==> config.mk <==
export PLATFORM = sky130hd
export DESIGN_NAME = fetch_unit
export DESIGN_NICKNAME = d
export VERILOG_FILES = /design/src/rtl/fetch_unit.sv
export SDC_FILE = /design/constraint.sdc
export NUM_CORES = 1
export LEC_CHECK = 0
export ABC_AREA = 1
export BUFFER_PORTS_ARGS = -buffer_cell sky130_fd_sc_hd__buf_2
export CORE_AREA = 2 2 223 159
export CTS_CLUSTER_DIAMETER = 150
export DETAILED_ROUTE_END_ITERATION = 12
export DIE_AREA = 0 0 225 161
export GPL_ROUTABILITY_DRIVEN = 0
export GPL_TIMING_DRIVEN = 0
export PLACE_DENSITY = 0.89
export REMOVE_ABC_BUFFERS = 1
export SYNTH_ARGS = -nofsm -noshare
export SYNTH_HDL_FRONTEND = slang
export SYNTH_SLANG_ARGS = --single-unit
==> constraint.sdc <==
create_clock -name clk -period 3.2 [get_ports clk]
set_input_delay 0.64 -clock clk [delete_from_list [all_inputs] [get_ports clk]]
set_output_delay 0.64 -clock clk [all_outputs]
set_load 0.03 [all_outputs]
==> src/rtl/fetch_unit.sv <==
// Instruction-fetch stage: PC generation, request/grant issue to instruction
// memory, in-order response tagging and a small output buffer feeding IF/ID.
module fetch_unit #(
  parameter logic [31:0] RESET_PC  = 32'h0000_0000,
  parameter int          BUF_DEPTH = 4
) (
  input  logic        clk,
  input  logic        reset,
  input  logic        stall,
  input  logic        redirect,
  input  logic [31:0] redirect_pc,
  output logic        imem_req,
  output logic [31:0] imem_addr,
  input  logic        imem_gnt,
  input  logic        imem_rvalid,
  input  logic [31:0] imem_rdata,
  output logic [31:0] instruction,
  output logic [31:0] PC,
  output logic        valid
);

  localparam int AW = $clog2(BUF_DEPTH);
  localparam int CW = AW + 1;
  // Dropped responses can pile up across back-to-back redirects, so this
  // counter is deliberately wider than the credit counters.
  localparam int DW = 8;

  logic [31:0]   fetch_pc_q, fetch_pc_d;
  logic [31:0]   buf_pc_q    [BUF_DEPTH];
  logic [31:0]   buf_pc_d    [BUF_DEPTH];
  logic [31:0]   buf_instr_q [BUF_DEPTH];
  logic [31:0]   buf_instr_d [BUF_DEPTH];
  logic [31:0]   tag_q       [BUF_DEPTH];
  logic [31:0]   tag_d       [BUF_DEPTH];
  logic [AW-1:0] wr_ptr_q, wr_ptr_d;
  logic [AW-1:0] rd_ptr_q, rd_ptr_d;
  logic [AW-1:0] tag_wr_q, tag_wr_d;
  logic [AW-1:0] tag_rd_q, tag_rd_d;
  logic [CW-1:0] cnt_q, cnt_d;
  logic [CW-1:0] out_q, out_d;
  logic [DW-1:0] drop_q, drop_d;

  logic [CW:0]   inflight_sum;
  logic          req;
  logic          grant;
  logic          resp_take;
  logic          resp_drop;
  logic          pop;

  // Issue/response/pop bookkeeping; redirect overrides everything else.
  always_comb begin
    fetch_pc_d  = fetch_pc_q;
    buf_pc_d    = buf_pc_q;
    buf_instr_d = buf_instr_q;
    tag_d       = tag_q;
    wr_ptr_d    = wr_ptr_q;
    rd_ptr_d    = rd_ptr_q;
    tag_wr_d    = tag_wr_q;
    tag_rd_d    = tag_rd_q;
    cnt_d       = cnt_q;
    out_d       = out_q;
    drop_d      = drop_q;

    // Credit covers both in-flight and buffered fetches, so the buffer can
    // never overflow. Gating with reset keeps the request low while held.
    inflight_sum = {1'b0, out_q} + {1'b0, cnt_q};
    req          = reset && !redirect && (inflight_sum < (CW+1)'(BUF_DEPTH));
    grant        = req && imem_gnt;
    resp_drop    = imem_rvalid && (drop_q != '0);
    resp_take    = imem_rvalid && (drop_q == '0);
    pop          = (cnt_q != '0) && !stall;

    if (redirect) begin
      fetch_pc_d = redirect_pc & 32'hFFFF_FFFC;
      wr_ptr_d   = '0;
      rd_ptr_d   = '0;
      tag_wr_d   = '0;
      tag_rd_d   = '0;
      cnt_d      = '0;
      out_d      = '0;
      // Everything still owed by memory after this cycle must be discarded;
      // a response arriving now is already accounted for by the subtraction.
      drop_d     = drop_q + DW'(out_q) - DW'(imem_rvalid);
    end else begin
      if (grant) begin
        tag_d[tag_wr_q] = fetch_pc_q;
        tag_wr_d        = tag_wr_q + AW'(1);
        fetch_pc_d      = fetch_pc_q + 32'd4;
      end
      if (resp_drop) begin
        drop_d = drop_q - DW'(1);
      end
      if (resp_take) begin
        buf_pc_d[wr_ptr_q]    = tag_q[tag_rd_q];
        buf_instr_d[wr_ptr_q] = imem_rdata;
        wr_ptr_d              = wr_ptr_q + AW'(1);
        tag_rd_d              = tag_rd_q + AW'(1);
      end
      if (pop) begin
        rd_ptr_d = rd_ptr_q + AW'(1);
      end
      out_d = out_q + CW'(grant) - CW'(resp_take);
      cnt_d = cnt_q + CW'(resp_take) - CW'(pop);
    end
  end

  // State registers with asynchronous active-low clear.
  always_ff @(posedge clk or negedge reset) begin
    if (!reset) begin
      fetch_pc_q <= RESET_PC;
      for (int i = 0; i < BUF_DEPTH; i++) begin
        buf_pc_q[i]    <= '0;
        buf_instr_q[i] <= '0;
        tag_q[i]       <= '0;
      end
      wr_ptr_q <= '0;
      rd_ptr_q <= '0;
      tag_wr_q <= '0;
      tag_rd_q <= '0;
      cnt_q    <= '0;
      out_q    <= '0;
      drop_q   <= '0;
    end else begin
      fetch_pc_q  <= fetch_pc_d;
      buf_pc_q    <= buf_pc_d;
      buf_instr_q <= buf_instr_d;
      tag_q       <= tag_d;
      wr_ptr_q    <= wr_ptr_d;
      rd_ptr_q    <= rd_ptr_d;
      tag_wr_q    <= tag_wr_d;
      tag_rd_q    <= tag_rd_d;
      cnt_q       <= cnt_d;
      out_q       <= out_d;
      drop_q      <= drop_d;
    end
  end

  // Outputs are a register-only view of the buffer head; bubbles read as zero.
  always_comb begin
    imem_req    = req;
    imem_addr   = fetch_pc_q;
    valid       = (cnt_q != '0);
    instruction = valid ? buf_instr_q[rd_ptr_q] : 32'h0;
    PC          = valid ? buf_pc_q[rd_ptr_q]    : 32'h0;
  end

endmodule
==> run summary <==
status -> complete, but fails checks
failing checks -> capacitance limit, slew limit
DR pass1 iterations -> 6
Max Cap Violations -> 1
Layout fillers -> 2614
post-DP HPWL -> 33500 um
Num CTS Buffers -> 40
register bit total from synthesis -> 420
clock latency on the worst-skew pair -> 550 ps
Die Y -> 161 um
Post-CTS Hold Buffers -> 0
FF-to-FF Start -> tag_rd_q[1]
share of cells above drive strength 1 -> 10.7%
Peak Freq -> 316 MHz
first-pass GRT wire length -> 90700 um
crit path max fanout -> 76
die width -> 225 um
Max transition margin -> -2.59%
worst clock skew -> 16.3 ps
DR DRC count -> 0
Vias -> 18400
WP data arrival -> 2520 ps
initial DRC count -> 2287
WL per Instance -> 18.6 um
R2R depth -> 5
antenna viol nets, final -> 0
library cells used by synthesis -> 35
H-tree Lvls -> 2
CP required -> 2560 ps
I/O Buffers -> 161
WL final -> 57500 um
std cell rows -> 57
Pleak -> 0.0115 uW
area grow syn2layout -> 12.6%
met3 wire len -> 6320 um
RSZ-0062 raised after global routing -> yes
# setup viols final -> 0
vias per cell -> 5.95
initial core utilization -> 59.0%
wl on met1 -> 23100 um
Final Max Slew Viols -> 13
min Tclk post-route -> 3160 ps
grt ovf -> 0
Top Layer Used -> met5
CORE AREA -> 34200 um^2
root buf cell -> clkbuf_16
antenna cells -> 0
minimum hold slack -> 48.5 ps
crit end category -> output port
WS Path Type -> flop to output port
met2 WL -> 26000 um
Synth Instances -> 2554
Clock transition at path regs -> 70 ps
initial antenna violation count -> 1
Die Footprint -> 36200 um^2
FF-to-FF setup slack -> 170 ps
post-synthesis cell area -> 20200 um^2
CTS tree -> done
post-layout util -> 66.5%
clk sink count -> 420
crit share post-route -> 98.8%
GRT Total Usage -> 31.3%
Least-Margin Pin Slew -> 1520 ps
Pwr Density -> 752 nW/um^2
Peak VDD IR -> 0.619 mV
sequential share of the synthesized area -> 52.1%
setup TNS -> 0 ps
synth warn -> 0
# IOs -> 168
final hold viol count -> 0
HP Class -> primary input to asynchronous set/reset pin
Layout Nets -> 2733
startpoint types -> flop
Avg Inst Size Synth -> 7.89 um^2
vias in the first global route -> 17700
largest net degree at the start of global routing -> 121
clock buffer depth -> 3
RR Endpoint -> buf_pc_q[67]
per-layer routing:
| metal | vias up | GRT usage, % |
|---|---|---|
| met5 | - | 0 |
| met4 | 2 | 11.8 |
| met3 | 150 | 6.66 |
| met2 | 1095 | 49.0 |
| met1 | 8794 | 43.4 |
| li1 | 8396 | - |
final cells by class:
class,instances,area (um^2),share of cell area [%]
multi-input combinational,1791,8300,36.5
sequential,420,10500,46.3
inverter,188,742,3.27
timing repair buffer,187,1270,5.60
clock buffer,55,1160,5.10
tap,442,553,2.44
clock inverter,15,164,0.722
timing repair:
item / in CTS / in global routing
pin swaps: 0 / 1
setup buffers: 4 / 11
hold endpoints to repair: 0 / 0
endpoints found under the setup margin: 185 / 138
resized for setup: 10 / 10
Yosys cell counts:
cell type | number | area share, %
xor2_1 | 8 | 0.35
a21boi_0 | 1 | 0.037
buf_4 | 5 | 0.19
o21ai_1 | 135 | 3.4
nand4_1 | 5 | 0.16
buf_1 | 13 | 0.24
nor3_4 | 1 | 0.081
fa_1 | 3 | 0.30
ha_1 | 32 | 2.0
conb_1 | 1 | 0.019
clkbuf_2 | 2 | 0.050
nand2_4 | 1 | 0.056
nor2_2 | 2 | 0.062
inv_1 | 177 | 3.3
clkinv_1 | 1 | 0.019
inv_2 | 9 | 0.17
a31oi_1 | 1 | 0.031
o21ai_0 | 328 | 8.1
buf_2 | 63 | 1.6
nor2_4 | 1 | 0.056
nand2_1 | 634 | 12
nor2_8 | 1 | 0.099
clkbuf_1 | 69 | 1.3
buf_6 | 6 | 0.34
o211ai_1 | 11 | 0.41
or2_2 | 3 | 0.093
nor2_1 | 325 | 6.1
o22ai_1 | 31 | 0.96
nand3_1 | 61 | 1.5
clkinv_2 | 1 | 0.025
dfrtp_1 | 420 | 52
nand2_2 | 9 | 0.28
a21oi_1 | 192 | 4.8
a32oi_1 | 1 | 0.043
xnor2_1 | 1 | 0.043
state kept, by name, indices dropped and copies added, names as in the netlist, 3 cells and up:
register     cells
tag_q          120
imem_addr       30
drop_q           8
buf_pc_q       120
buf_instr_q    128
out_q            3
cnt_q            3
cells in the final DEF, fill, tap and decap left out, types with 11 or more instances in the layout:
cell type	count
o21ai_1	135
buf_2	159
nor2_1	325
o22ai_1	31
o21ai_0	328
o211ai_1	11
a21oi_1	191
nand2_1	633
dfrtp_1	417
inv_1	177
buf_4	11
nand3_1	61
ha_1	32
clkbuf_16	41
report_power, final:
group | switching [uW] | internal [uW] | leakage [uW]
clock | 2050 | 2780 | 0.000657
sequential | 557 | 6050 | 0.00540
combinational | 3950 | 1680 | 0.00544
how the worst max path moves through the flow:
stage / endpoint / depth (start not counted) / from / slack [ps]
global route: PC[6] / 6 / rd_ptr_q[0] / -30
detailed placement: tag_q[46] / 8 / reset / -1050
global placement: tag_q[53] / 7 / reset / -6850
floorplan: PC[10] / 4 / rd_ptr_q[0] / -1620
finish: PC[6] / 6 / rd_ptr_q[0] / 40
CTS: tag_q[25] / 9 / reset / -20
worst max-delay path: stages, from the launching register on:
cell	delay, ps
dfrtp_4	610
clkinv_16	190
buf_16	260
a21oi_1	160
o21ai_0	120
a21oi_2	300
buf_2	260
through the flow:
stage	instance area (um^2)	instances	total power [uW]	worst slack (ps)
CTS	22600	3087	16900	-21.9
finish	22700	3098	17100	39.0
detailed placement	21100	3013	11900	-1050
global placement	20800	3002	11600	-6850
floorplan	19400	2399	10100	-1620
global route	22700	3098	17900	-25.3
cells by family after synthesis:
group	synth area share [%]
fa+ha+maj	2.28
flops	52.1
simple gates	20.3
xor+xnor	0.391
compound gates	17.7
buf+inv	7.17
other cells	0.0186
(Power assumes the default switching activity.)
